<file path="config.mk">
export PLATFORM = sky130hd
export DESIGN_NAME = dm_port_arbiter
export DESIGN_NICKNAME = d
export VERILOG_FILES = /design/src/rtl/dm_port_arbiter.sv
export SDC_FILE = /design/constraint.sdc
export NUM_CORES = 1
export LEC_CHECK = 0
export BUFFER_PORTS_ARGS = -buffer_cell sky130_fd_sc_hd__buf_2
export CORE_ASPECT_RATIO = 1.75
export CORE_UTILIZATION = 40
export CTS_BUF_LIST = sky130_fd_sc_hd__clkbuf_4 sky130_fd_sc_hd__clkbuf_8 sky130_fd_sc_hd__clkbuf_16
export CTS_CLUSTER_DIAMETER = 120
export CTS_CLUSTER_SIZE = 8
export DETAILED_ROUTE_END_ITERATION = 10
export PLACE_DENSITY = 0.7
export SYNTH_ARGS = -nofsm -noshare
export SYNTH_HDL_FRONTEND = slang
export SYNTH_SLANG_ARGS = --single-unit
</file>
<file path="constraint.sdc">
create_clock -name clk_i -period 3.5 [get_ports clk_i]
set_input_delay 0.7 -clock clk_i [delete_from_list [all_inputs] [get_ports clk_i]]
set_output_delay 0.7 -clock clk_i [all_outputs]
set_load 0.02 [all_outputs]
</file>
<file path="src/rtl/dm_port_arbiter.sv">
// Single-port data-memory arbiter: serialises CPU MEM-stage and debug accesses onto one
// fixed-latency memory port, CPU first with a starvation guard for the debug port.
module dm_port_arbiter #(
  parameter int unsigned ADDR_W     = 32,
  parameter int unsigned DATA_W     = 32,
  parameter int unsigned MEM_LAT    = 2,
  parameter int unsigned STARVE_MAX = 4
) (
  input  logic              clk_i,
  input  logic              rst_n,
  input  logic              cpu_req_i,
  input  logic              cpu_we_i,
  input  logic [ADDR_W-1:0] cpu_addr_i,
  input  logic [DATA_W-1:0] cpu_wdata_i,
  output logic              cpu_stall_o,
  output logic              cpu_done_o,
  output logic [DATA_W-1:0] cpu_rdata_o,
  input  logic              dbg_req_i,
  input  logic              dbg_we_i,
  input  logic [ADDR_W-1:0] dbg_addr_i,
  input  logic [DATA_W-1:0] dbg_wdata_i,
  output logic              dbg_done_o,
  output logic [DATA_W-1:0] dbg_rdata_o,
  output logic              mem_en_o,
  output logic              mem_we_o,
  output logic [ADDR_W-1:0] mem_addr_o,
  output logic [DATA_W-1:0] mem_wdata_o,
  input  logic [DATA_W-1:0] mem_rdata_i
);

  localparam int unsigned LAT_W = 3;
  localparam int unsigned STV_W = 4;

  typedef enum logic [1:0] {IDLE, BUSY, DONE} state_t;

  state_t             state, state_nxt;
  logic [LAT_W-1:0]   lat_cnt, lat_cnt_nxt;
  logic [STV_W-1:0]   starve_cnt, starve_cnt_nxt;
  logic               owner_dbg, owner_dbg_nxt;
  logic               grant_dbg;
  logic               cpu_done_nxt, dbg_done_nxt;
  logic [DATA_W-1:0]  cpu_rdata_nxt, dbg_rdata_nxt;
  logic               mem_en_nxt, mem_we_nxt;
  logic [ADDR_W-1:0]  mem_addr_nxt;
  logic [DATA_W-1:0]  mem_wdata_nxt;

  assign cpu_stall_o = cpu_req_i & ~cpu_done_o;

  // Next-state, arbitration and output computation
  always_comb begin
    state_nxt      = state;
    lat_cnt_nxt    = lat_cnt;
    starve_cnt_nxt = starve_cnt;
    owner_dbg_nxt  = owner_dbg;
    grant_dbg      = 1'b0;
    cpu_done_nxt   = 1'b0;
    dbg_done_nxt   = 1'b0;
    cpu_rdata_nxt  = cpu_rdata_o;
    dbg_rdata_nxt  = dbg_rdata_o;
    mem_en_nxt     = mem_en_o;
    mem_we_nxt     = mem_we_o;
    mem_addr_nxt   = mem_addr_o;
    mem_wdata_nxt  = mem_wdata_o;

    case (state)
      IDLE: begin
        if (cpu_req_i || dbg_req_i) begin
          // Debug wins when alone or when the CPU has won STARVE_MAX contests in a row
          grant_dbg = dbg_req_i && (!cpu_req_i || (starve_cnt == STV_W'(STARVE_MAX)));
          if (grant_dbg) begin
            starve_cnt_nxt = '0;
          end else if (dbg_req_i) begin
            starve_cnt_nxt = (starve_cnt == {STV_W{1'b1}}) ? starve_cnt
                                                           : starve_cnt + STV_W'(1);
          end
          owner_dbg_nxt = grant_dbg;
          mem_en_nxt    = 1'b1;
          mem_we_nxt    = grant_dbg ? dbg_we_i : cpu_we_i;
          mem_addr_nxt  = (grant_dbg ? dbg_addr_i : cpu_addr_i) & ~ADDR_W'(3);
          mem_wdata_nxt = grant_dbg ? dbg_wdata_i : cpu_wdata_i;
          lat_cnt_nxt   = LAT_W'(MEM_LAT - 1);
          state_nxt     = BUSY;
        end
      end
      BUSY: begin
        if (lat_cnt == '0) begin
          if (!mem_we_o) begin
            if (owner_dbg) dbg_rdata_nxt = mem_rdata_i;
            else           cpu_rdata_nxt = mem_rdata_i;
          end
          if (owner_dbg) dbg_done_nxt = 1'b1;
          else           cpu_done_nxt = 1'b1;
          mem_en_nxt = 1'b0;
          mem_we_nxt = 1'b0;
          state_nxt  = DONE;
        end else begin
          lat_cnt_nxt = lat_cnt - LAT_W'(1);
        end
      end
      DONE:    state_nxt = IDLE;
      default: state_nxt = IDLE;
    endcase
  end

  // State and registered outputs; reset drops any in-flight access
  always_ff @(posedge clk_i or negedge rst_n) begin
    if (!rst_n) begin
      state       <= IDLE;
      lat_cnt     <= '0;
      starve_cnt  <= '0;
      owner_dbg   <= 1'b0;
      cpu_done_o  <= 1'b0;
      dbg_done_o  <= 1'b0;
      cpu_rdata_o <= '0;
      dbg_rdata_o <= '0;
      mem_en_o    <= 1'b0;
      mem_we_o    <= 1'b0;
      mem_addr_o  <= '0;
      mem_wdata_o <= '0;
    end else begin
      state       <= state_nxt;
      lat_cnt     <= lat_cnt_nxt;
      starve_cnt  <= starve_cnt_nxt;
      owner_dbg   <= owner_dbg_nxt;
      cpu_done_o  <= cpu_done_nxt;
      dbg_done_o  <= dbg_done_nxt;
      cpu_rdata_o <= cpu_rdata_nxt;
      dbg_rdata_o <= dbg_rdata_nxt;
      mem_en_o    <= mem_en_nxt;
      mem_we_o    <= mem_we_nxt;
      mem_addr_o  <= mem_addr_nxt;
      mem_wdata_o <= mem_wdata_nxt;
    end
  end

endmodule

</file>
# Word level (Yosys, flattened, before mapping)
# Cells that the tools add are included.
[word_totals]
ff_bits = 140
latchBits = 0
ramBits = 0
romBits = 0
out_inout_bits = 133
wordCells = 63
memories = 0
[classes]
n_addsub = 2
mul = 0
n_div = 0
magnitude_cmp = 0
eq_ne = 7
shift = 0
muxes = 23
bitwise_logic = 4
n_reduce_logical = 15
[ops]
columns = ["cell", "count"]
rows = [
  ["two-way mux 32 bit", 2],
  ["two-way mux 4 bit", 3],
  ["AND reduction 4 bit", 3],
  ["two-way mux 1 bit", 10],
  ["inequality test 2 bit (second input constant)", 4],
  ["two-way mux 3 bit", 2],
  ["one-hot mux 3 bit (2 select lines)", 1],
  ["AND reduction 3 bit", 2],
  ["adder 4 x 1 -> 4 bit (second input constant)", 1],
  ["equality test 4 x 3 -> 1 bit (second input constant)", 1],
  ["equality test 4 bit (second input constant)", 1],
  ["two-way mux 2 bit", 2],
  ["one-hot mux 1 bit (2 select lines)", 2],
  ["one-hot mux 2 bit (2 select lines)", 1],
  ["AND reduction 2 bit", 2],
  ["nonzero test 2 bit", 2],
  ["logical NOT 3 bit", 1],
  ["inverter 1 bit", 3],
  ["subtractor 3 x 1 -> 3 bit (second input constant)", 1],
  ["equality test 2 x 1 -> 1 bit (second input constant)", 1],
  ["logical NOT 2 bit", 1],
  ["logical OR 1 bit", 2],
  ["AND 1 bit", 1],
  ["logical AND 1 bit", 1],
  ["logical NOT 1 bit", 1],
]

# Logic depth before layout (Yosys ltp)
# Gate-level depths: netlist (run 1).
[logic_depth]
word_depth = 6
depth_mapped = 7

# Worst setup path before layout (run 1)
# Ideal clock, no wire load.
[synth_timing]
kind = "input port to output port"
startpoint = "input cpu_req_i"
endpoint = "output cpu_stall_o"
arrival_ps = 1600
slack_ps = 1200
path_stages = 3
n_path_buf = 2
cell_sequence = "clkbuf_1 -> clkbuf_1 -> nor2b_1"
[synth_between]
elab_chain_cells = 1
[synth_lines]
columns = ["item", "line_no", "text"]
rows = [
  ["start: declaration", "11", "input logic cpu_req_i,"],
  ["AND 1 bit", "47", "assign cpu_stall_o = cpu_req_i & ~cpu_done_o;"],
  ["end: declaration", "15", "output logic cpu_stall_o,"],
]
# No other way between the ends.

# Worst setup path in the final report (run 1)
[layout_timing]
startpoint = "register lat_cnt[0]"
endpoint = "register dbg_rdata_o[31]"
[layout_between]
elab_chain_cells = 2
[layout_lines]
columns = ["item", "line_no", "text"]
rows = [
  ["start: declaration", "37", "logic [LAT_W-1:0] lat_cnt, lat_cnt_nxt;"],
  ["start signal: assignment", "122", "lat_cnt <= lat_cnt_nxt;"],
  ["logical NOT 3 bit", "86", "if (lat_cnt == '0) begin"],
  ["AND reduction 4 bit (no line)", "-", ""],
  ["end signal: assignment", "128", "dbg_rdata_o <= dbg_rdata_nxt;"],
  ["end: declaration", "23", "output logic [DATA_W-1:0] dbg_rdata_o,"],
]
# No other way between the ends.
# A chain may end at the register's enable or synchronous reset.

==> results of run 1 <==
-- state kept, by name (all words and copies together), names as in the netlist, 2 cells and up --
signal / flops
cpu_rdata_o: 32
dbg_rdata_o: 32
lat_cnt: 3
mem_addr_o: 30
mem_wdata_o: 32
starve_cnt: 4
state: 2
-- where the power goes --
group          internal, mW  switching [mW]
Combinational          1.59            2.35
Clock                 0.939           0.767
Sequential             2.42           0.441
-- cell usage after synthesis --
library cell | n | area share (%)
dfrtp_1 | 140 | 53
inv_1 | 68 | 3.9
nand3_1 | 67 | 5.1
nand4_1 | 64 | 6.1
o221ai_1 | 62 | 8.2
mux2_2 | 34 | 5.8
mux2_4 | 30 | 6.8
buf_2 | 21 | 1.6
clkbuf_1 | 18 | 1.0
buf_6 | 12 | 2.0
nand2_1 | 6 | 0.34
buf_1 | 4 | 0.23
ha_1 | 4 | 0.76
mux2i_1 | 4 | 0.61
and2_1 | 3 | 0.28
buf_4 | 3 | 0.34
nor2b_1 | 3 | 0.28
o2bb2ai_1 | 3 | 0.40
a21oi_1 | 2 | 0.15
a31oi_1 | 2 | 0.19
nand2b_1 | 2 | 0.19
nor2_1 | 2 | 0.11
a21boi_0 | 1 | 0.11
a22oi_1 | 1 | 0.11
a32o_1 | 1 | 0.15
a41oi_1 | 1 | 0.13
and4_1 | 1 | 0.13
conb_1 | 1 | 0.057
inv_2 | 1 | 0.057
nand3b_1 | 1 | 0.11
nand3b_4 | 1 | 0.30
nand4b_1 | 1 | 0.13
nand4bb_4 | 1 | 0.42
nor3_1 | 1 | 0.076
nor3_4 | 1 | 0.25
nor4b_1 | 1 | 0.13
o21a_1 | 1 | 0.11
o21bai_1 | 1 | 0.11
or2_1 | 1 | 0.095
-- logic make-up (layout without fill, tap and decap cells) --
group / Yosys count / count (layout) / share of synthesized area [%]
AOI/OAI and AO/OA: 75 / 75 / 9.71
adders and majority gates: 4 / 4 / 0.758
buffers and inverters: 127 / 405 / 9.16
DFF: 140 / 140 / 53.1
muxes: 68 / 68 / 13.2
other: 1 / 3 / 0.0568
and+or+nand+nor: 156 / 156 / 14.0
-- per-layer routing --
metal	vias up	routed length, um	track usage [%]
met5	-	0	0
met4	0	412	9.08
met3	28	1050	4.93
met2	219	9670	38.8
met1	2764	7350	24.1
li1	2644	-	-
-- final cells by class --
cell class,instances,area (um^2)
tap,189,236
fill,1469,7390
inverter,69,259
sequential,140,3500
clock inverter,14,123
multi-input combinational,305,2510
clock buffer,18,433
antenna,1,2.50
timing repair buffer,304,1570
-- stage by stage --
stage          power (mW)  setup WS [ns]
3_5_place_dp         6.85          0.980
4_1_cts              8.60           1.31
2_1_floorplan        5.65           1.20
3_3_place_gp         6.76           1.01
6_report             8.50           1.33
5_1_grt              9.04           1.23
-- worst max-delay path by stage --
stage,start,endpoint
4_1_cts,lat_cnt[0],dbg_rdata_o[31]
3_5_place_dp,cpu_req_i,mem_addr_o[13]
3_3_place_gp,cpu_req_i,mem_addr_o[8]
2_1_floorplan,cpu_req_i,cpu_stall_o
5_1_grt,lat_cnt[0],dbg_rdata_o[31]
6_report,lat_cnt[0],dbg_rdata_o[31]
-- critical path, stage by stage, from the launching register on --
cell and delay, ns:
dfrtp_1 0.38, inv_1 0.09, ha_1 0.24, nand4bb_4 0.17
inv_2 0.12, nand3b_4 0.51, mux2_4 0.51
==> run summary, run 1 <==
Finished Cell Area: 0.00863 mm^2
Worst skew pair latency: 0.42 ns
R2r worst-path depth: 6
Number of global-route vias before repair: 5,618
Largest net degree at the start of global routing: 94
Layout Skew: 0.0128 ns
Post-Synthesis Cell Area: 0.00660 mm^2
Max Transition Viols Final: 0
Hold Slack: 0.261 ns
RSZ-0062 raised after global routing: false
Hold_buf cts: 0
Htree depth: 4
# setup viols final: 0
Share of cells above drive strength 1: 48.0%
Sequential share of the synthesized area: 53.1%
Drt initial violations: 229
Row cnt: 61
GRT Residual Overflow: 0
VDD IR max: 0.000327 V
Placement Cell Area: 0.00808 mm^2
Commonest non-fill, non-tap cell in the layout: buf_2
Hpwl dp: 12,400 um
Global-route wire length before repair: 28,500 um
CTS root buf: clkbuf_16
Placer congestion estimate: 0.767
Synth Instances: 571
Worst Tran Pin Value: 0.920 ns
Vias per Instance: 5.44
Routed Antenna Nets: 0
Starting Density: 41.2%
Average wire per standard cell: 17.8 um
Most frequent cells in the layout: buf_2 (291), dfrtp_1 (140), inv_1 (68)
Final Hold Vio Count: 0
DR DRC count: 0
Die width: 99.1 um
Crit path max fanout: 32
IO buf count: 292
Clk slew on worst S/H paths: 0.07 ns
Die area: 0.0170 mm^2
Crit Path Category: flip-flop to flip-flop
Critical R2R Capture: dbg_rdata_o[31]
Status: complete, no violations
Fmax: 0.461 GHz
Placed cells: 1,007
PwrDens: 985 mW/mm^2
Yosys reg bits: 140
Core Util, Final: 53.9%
Post-CTS Setup Bufs: 0
Vias: 5,655
Total GRT Usage: 21.5%
IO Pins: 299
CTS tree: yes
Slew HR: 38.7%
Die H: 172 um
Worst reg2reg path startpoint: lat_cnt[0]
Initial antenna violation count: 1
Buffer levels on the longest clock path: 2
Core Region: 0.0160 mm^2
Max-cap violation count: 0
Crit end category: flip-flop
R2r setup slk: 1.33 ns
Area Overhead vs Synth: 30.8%
Post-Route WL: 18,500 um
Synth unique cells: 39
Post_cts resized: 0
Syn Area/Cell: 11.6 um^2
Req. time, crit path: 3.78 ns
Final Net Count: 1,007
Tmin final: 2.17 ns
Critical Path Start Type: flip-flop
Total negative slack: 0 ns
Crit path DAT: 2.45 ns
Syn. warnings: 0
DR pass1 iterations: 4
Leak: 4.37 nW
Post-route insts no fill: 1,040
Clock sink count: 140
Num CTS Buffers: 17
Final period utilization: 62.0%
Hold Crit Class: input pin to asynchronous set/reset pin
(Power assumes the default switching activity.)
==> run 2: changes to the inputs <==
- PLACE_DENSITY: 0.7 -> 0.73
- clock period: 3.5 -> 1.8 ns (I/O delays scaled with it)
==> run summary, run 2 (same netlist as run 1, synthesis figures left out) <==
CTS tree: yes
Crit path max fanout: 8
Die H: 172 um
Vias: 5,768
CP delay by family, top: buffers and inverters
Hold Slack: 0.187 ns
Vias per Instance: 5.45
Crit Path Category: flip-flop to flip-flop
# fillers: 1,413
Average wire per standard cell: 18.2 um
Total GRT Usage: 21.4%
Worst reg2reg path startpoint: lat_cnt[0]
Clk slew on worst S/H paths: 0.07 ns
CTS root buf: clkbuf_16
Largest registers: cpu_rdata_o: 32 flops, dbg_rdata_o: 32 flops, mem_wdata_o: 32 flops
Clock sink count: 140
PwrDens: 1920 mW/mm^2
Starting Density: 41.2%
Area Overhead vs Synth: 36.8%
Hpwl dp: 13,000 um
Leak: 4.57 nW
Die width: 99.1 um
Worst path bufs/invs: 3
DR pass1 iterations: 7
R2r worst-path depth: 7
IO buf count: 292
GRT Residual Overflow: 0
Max incr delay on CP: 0.39 ns
Crit path DAT: 2.10 ns
Largest net degree at the start of global routing: 78
Worst skew pair latency: 0.41 ns
Crit end category: flip-flop
VDD IR max: 0.000815 V
Num CTS Buffers: 17
Die area: 0.0170 mm^2
Row cnt: 61
Htree depth: 4
Global-route wire length before repair: 28,400 um
Worst path depth: 7
Final worst slack: -0.00539 ns
Post-Route WL: 19,200 um
DR DRC count: 0
Final Power: 17.4 mW
Worst Setup SP: lat_cnt[0]
Placement Cell Area: 0.00825 mm^2
Share of cells above drive strength 1: 49.4%
Final period utilization: 100%
Final Hold Vio Count: 0
Critical R2R Capture: cpu_rdata_o[17]
Violated checks: setup timing
Hold Crit Class: input pin to flip-flop
Buffer levels on the longest clock path: 2
Max-cap violation count: 0
Number of global-route vias before repair: 5,570
Drt initial violations: 287
RSZ-0062 raised after global routing: true
Critical Path Start Type: flip-flop
IO Pins: 299
Worst path cell trace: inv_2, ha_4, nand4bb_4, nor3_4, buf_12, clkbuf_16, mux2_4
Req. time, crit path: 2.10 ns
Layout Skew: 0.0114 ns
Most frequent cells in the layout: buf_2 (291), dfrtp_1 (140), nand3_1 (67)
Finished Cell Area: 0.00903 mm^2
Fmax: 0.554 GHz
Initial antenna violation count: 1
# setup viols final: 5
Status: complete, but fails checks
End of the critical path: cpu_rdata_o[17]
Core Region: 0.0160 mm^2
Placer congestion estimate: 0.780
Slowest-stage cell, CP: dfrtp_1
Commonest non-fill, non-tap cell in the layout: buf_2
Max Transition Viols Final: 0
Final Net Count: 1,026
Routed Antenna Nets: 0
R2r setup slk: -0.005 ns
Tmin final: 1.81 ns
## run 2: cell types whose count changed in the layout (fill, tap and decap cells not counted), sizes merged
cell / previous run / this run
buf: 304 / 320
clkbuf: 18 / 19
clkinv: 2 / 5
clkinvlp: 4 / 3
dlygate4sd3: 0 / 1
inv: 77 / 76
## run 2: layout make-up
type / count / area [um^2] / share of cell area [%]
repair buffers: 323 / 1870 / 20.7
multi-input cells: 305 / 2580 / 28.6
clock buffers: 17 / 425 / 4.71
diodes: 1 / 2.50 / 0.0277
clock inverters: 15 / 154 / 1.70
well taps: 189 / 236 / 2.62
flip-flops and latches: 140 / 3500 / 38.8
inverters: 69 / 259 / 2.87
## run 2: report_power, final
group	switching, mW	internal (mW)	total [mW]
sequential	0.901	4.70	5.60
clock	1.57	1.84	3.41
combinational	4.75	3.59	8.34
## run 2: timing repair
action,CTS,global route
setup buffers,0,5
hold endpoints to repair,24,0
setup endpoints to repair,0,32
hold buffers,1,0
resized for setup,0,21
## run 2: per-stage QoR
stage | setup TNS (ns) | cells | util [%] | worst slack [ns]
floorplan | 0 | 572 | - | 0.131
global placement | 0 | 1017 | 51.5 | 0.0887
detailed placement | 0 | 1017 | 51.5 | 0.0452
CTS | 0 | 1050 | 55.2 | 0.0373
global route | -1.12 | 1059 | 56.3 | -0.0539
finish | -0.0197 | 1059 | 56.3 | -0.00539
## run 2: worst min-delay path, delay by kind of cell
kind,cells,cell delay [ns]
buffers and inverters,1,0.07
AO/OA/AOI/OAI,1,0.07
AND/OR/NAND/NOR,1,0.06
## run 2: worst min path at each step
stage | from | to | slack [ns] | cells past startpoint
global placement | rst_n | dbg_rdata_o[15] | 0.25 | 1
finish | cpu_addr_i[15] | mem_addr_o[15] | 0.19 | 3
floorplan | rst_n | cpu_done_o | 0.06 | 0
global route | mem_rdata_i[8] | dbg_rdata_o[8] | 0.17 | 2
CTS | cpu_addr_i[15] | mem_addr_o[15] | 0.17 | 3
detailed placement | rst_n | dbg_rdata_o[17] | 0.25 | 1
## run 2: metal layers
layer / wire, um / track usage [%] / part of all wire [%] / vias to the layer above
met3: 1250 / 5.21 / 6.5 / 25
met4: 399 / 8.31 / 2.1 / 0
met5: 0 / 0 / 0 / -
met2: 10300 / 38.6 / 54 / 248
met1: 7280 / 24.1 / 38 / 2819
li1: - / - / - / 2676
==> run 3: changes to the inputs <==
- CORE_MARGIN: unset -> 2
- MAX_ROUTING_LAYER: unset -> met4
==> run summary, run 3 (same netlist as run 1, synthesis figures left out) <==
Status: complete, but fails checks
Violated checks: setup timing
Clk slew on worst S/H paths: 0.06 ns
Final Net Count: 1,023
Final period utilization: 100%
Placement Cell Area: 0.00824 mm^2
Total GRT Usage: 21.1%
Slew HR: 60.0%
VDD IR max: 0.000765 V
Layout Skew: 0.00802 ns
Worst Tran Pin Value: 0.600 ns
Initial antenna violation count: 0
Finished Cell Area: 0.00902 mm^2
Largest net degree at the start of global routing: 55
Largest registers: cpu_rdata_o: 32 flops, dbg_rdata_o: 32 flops, mem_wdata_o: 32 flops
Commonest non-fill, non-tap cell in the layout: buf_2
DR pass1 iterations: 6
Die width: 101 um
Critical Path Start Type: flip-flop
Tmin final: 1.80 ns
Htree depth: 4
Antenna diode count: 0
Starting Density: 40.5%
Average wire per standard cell: 18.2 um
Clock sink count: 140
Routed Antenna Nets: 0
Req. time, crit path: 2.09 ns
Flop pwr share: 31.8%
DR DRC count: 0
Post-Route WL: 19,300 um
Row cnt: 62
Crit path DAT: 2.09 ns
Worst skew pair latency: 0.41 ns
Crit path max fanout: 8
Placed cells: 1,018
Max-cap violation count: 0
IO Pins: 299
Drt initial violations: 399
Area Overhead vs Synth: 36.7%
Buffer levels on the longest clock path: 2
Fmax: 0.555 GHz
Share of cells above drive strength 1: 49.2%
Int Pwr: 10.5 mW
Total negative slack: -0.00298 ns
Final Hold Vio Count: 0
Num CTS Buffers: 17
Max Transition Viols Final: 0
Net load switching power: 7.01 mW
PwrDens: 1940 mW/mm^2
IO buf count: 292
RSZ-0062 raised after global routing: true
Most frequent cells in the layout: buf_2 (291), dfrtp_1 (140), nand3_1 (67)
# setup viols final: 1
Vias: 5,814
Crit Path Category: flip-flop to flip-flop
CTS root buf: clkbuf_16
Vias per Instance: 5.50
CTS tree: yes
Die area: 0.0176 mm^2
Die H: 174 um
Number of global-route vias before repair: 5,637
Logic gate share of total power: 47.4%
Core Region: 0.0163 mm^2
Hold Crit Class: input pin to flip-flop
Leak: 4.55 nW
Final worst slack: -0.00298 ns
Clock power share: 20.8%
Post-route insts no fill: 1,058
Crit end category: flip-flop
Global-route wire length before repair: 28,600 um
GRT Residual Overflow: 0
Switch share: 40.0%
Hpwl dp: 13,100 um
Placer congestion estimate: 0.808
-- run 3: area by class of cell --
cell class	count	area, um^2
Timing Repair Buffer	320	1850
Sequential cell	140	3500
Clock buffer	20	454
Fill cell	1427	7270
Clock inverter	12	164
Inverter	69	259
Multi-Input combinational cell	305	2550
Tap cell	192	240
-- run 3: final timing paths --
path / startpoint / cells after the start / end / slack (ns)
min in group asynchronous: rst_n / 2 / dbg_rdata_o[4] / 0.45
worst min-delay path: mem_rdata_i[29] / 2 / dbg_rdata_o[29] / 0.19
worst max-delay path: lat_cnt[0] / 7 / cpu_rdata_o[23] / -0.003
worst min register to register: mem_en_o / 2 / mem_en_o / 0.47
max in group asynchronous: rst_n / 3 / mem_wdata_o[11] / 0.80
worst max register to register: lat_cnt[0] / 7 / cpu_rdata_o[23] / -0.003
-- run 3: power groups by stage --
stage          clock network, mW  registers, mW  logic, mW
6_report                    3.64           5.58       8.31
5_1_grt                     3.87           5.77       8.94
4_1_cts                     3.73           5.56       8.00
3_5_place_dp                   0           5.60       7.97
3_3_place_gp                   0           5.54       7.82
2_1_floorplan                  0           7.31       3.67
-- run 3: worst max-delay path, cell delays in order, from the launching register on --
cell	delay (ns)
dfrtp_1	0.38
inv_2	0.09
ha_4	0.15
nand4bb_4	0.16
nor3_4	0.22
buf_6	0.17
clkbuf_16	0.18
mux2_2	0.34
-- run 3: per-stage QoR --
stage | hold slack [ns] | setup slack, ns | total power, mW | utilization, %
floorplan | 0.0644 | 0.131 | 11.0 | -
global placement | 0.318 | 0.0580 | 13.4 | 50.6
detailed placement | 0.315 | 0.00794 | 13.6 | 50.6
CTS | 0.170 | 0.000585 | 17.3 | 54.4
global route | 0.171 | -0.0640 | 18.6 | 55.4
finish | 0.192 | -0.00298 | 17.5 | 55.4
-- run 3: routing by layer --
layer | track usage [%] | wire, um
met5 | - | 0
met4 | 9.35 | 663
met3 | 4.70 | 1320
met2 | 35.1 | 9750
met1 | 24.1 | 7520
-- run 3: repair_timing --
item | 4_1_cts | 5_1_grt
hold buffers | 1 | 0
endpoints found under the setup margin | 0 | 89
setup buffers | 0 | 4
hold endpoints to repair | 39 | 0
resized for setup | 0 | 17
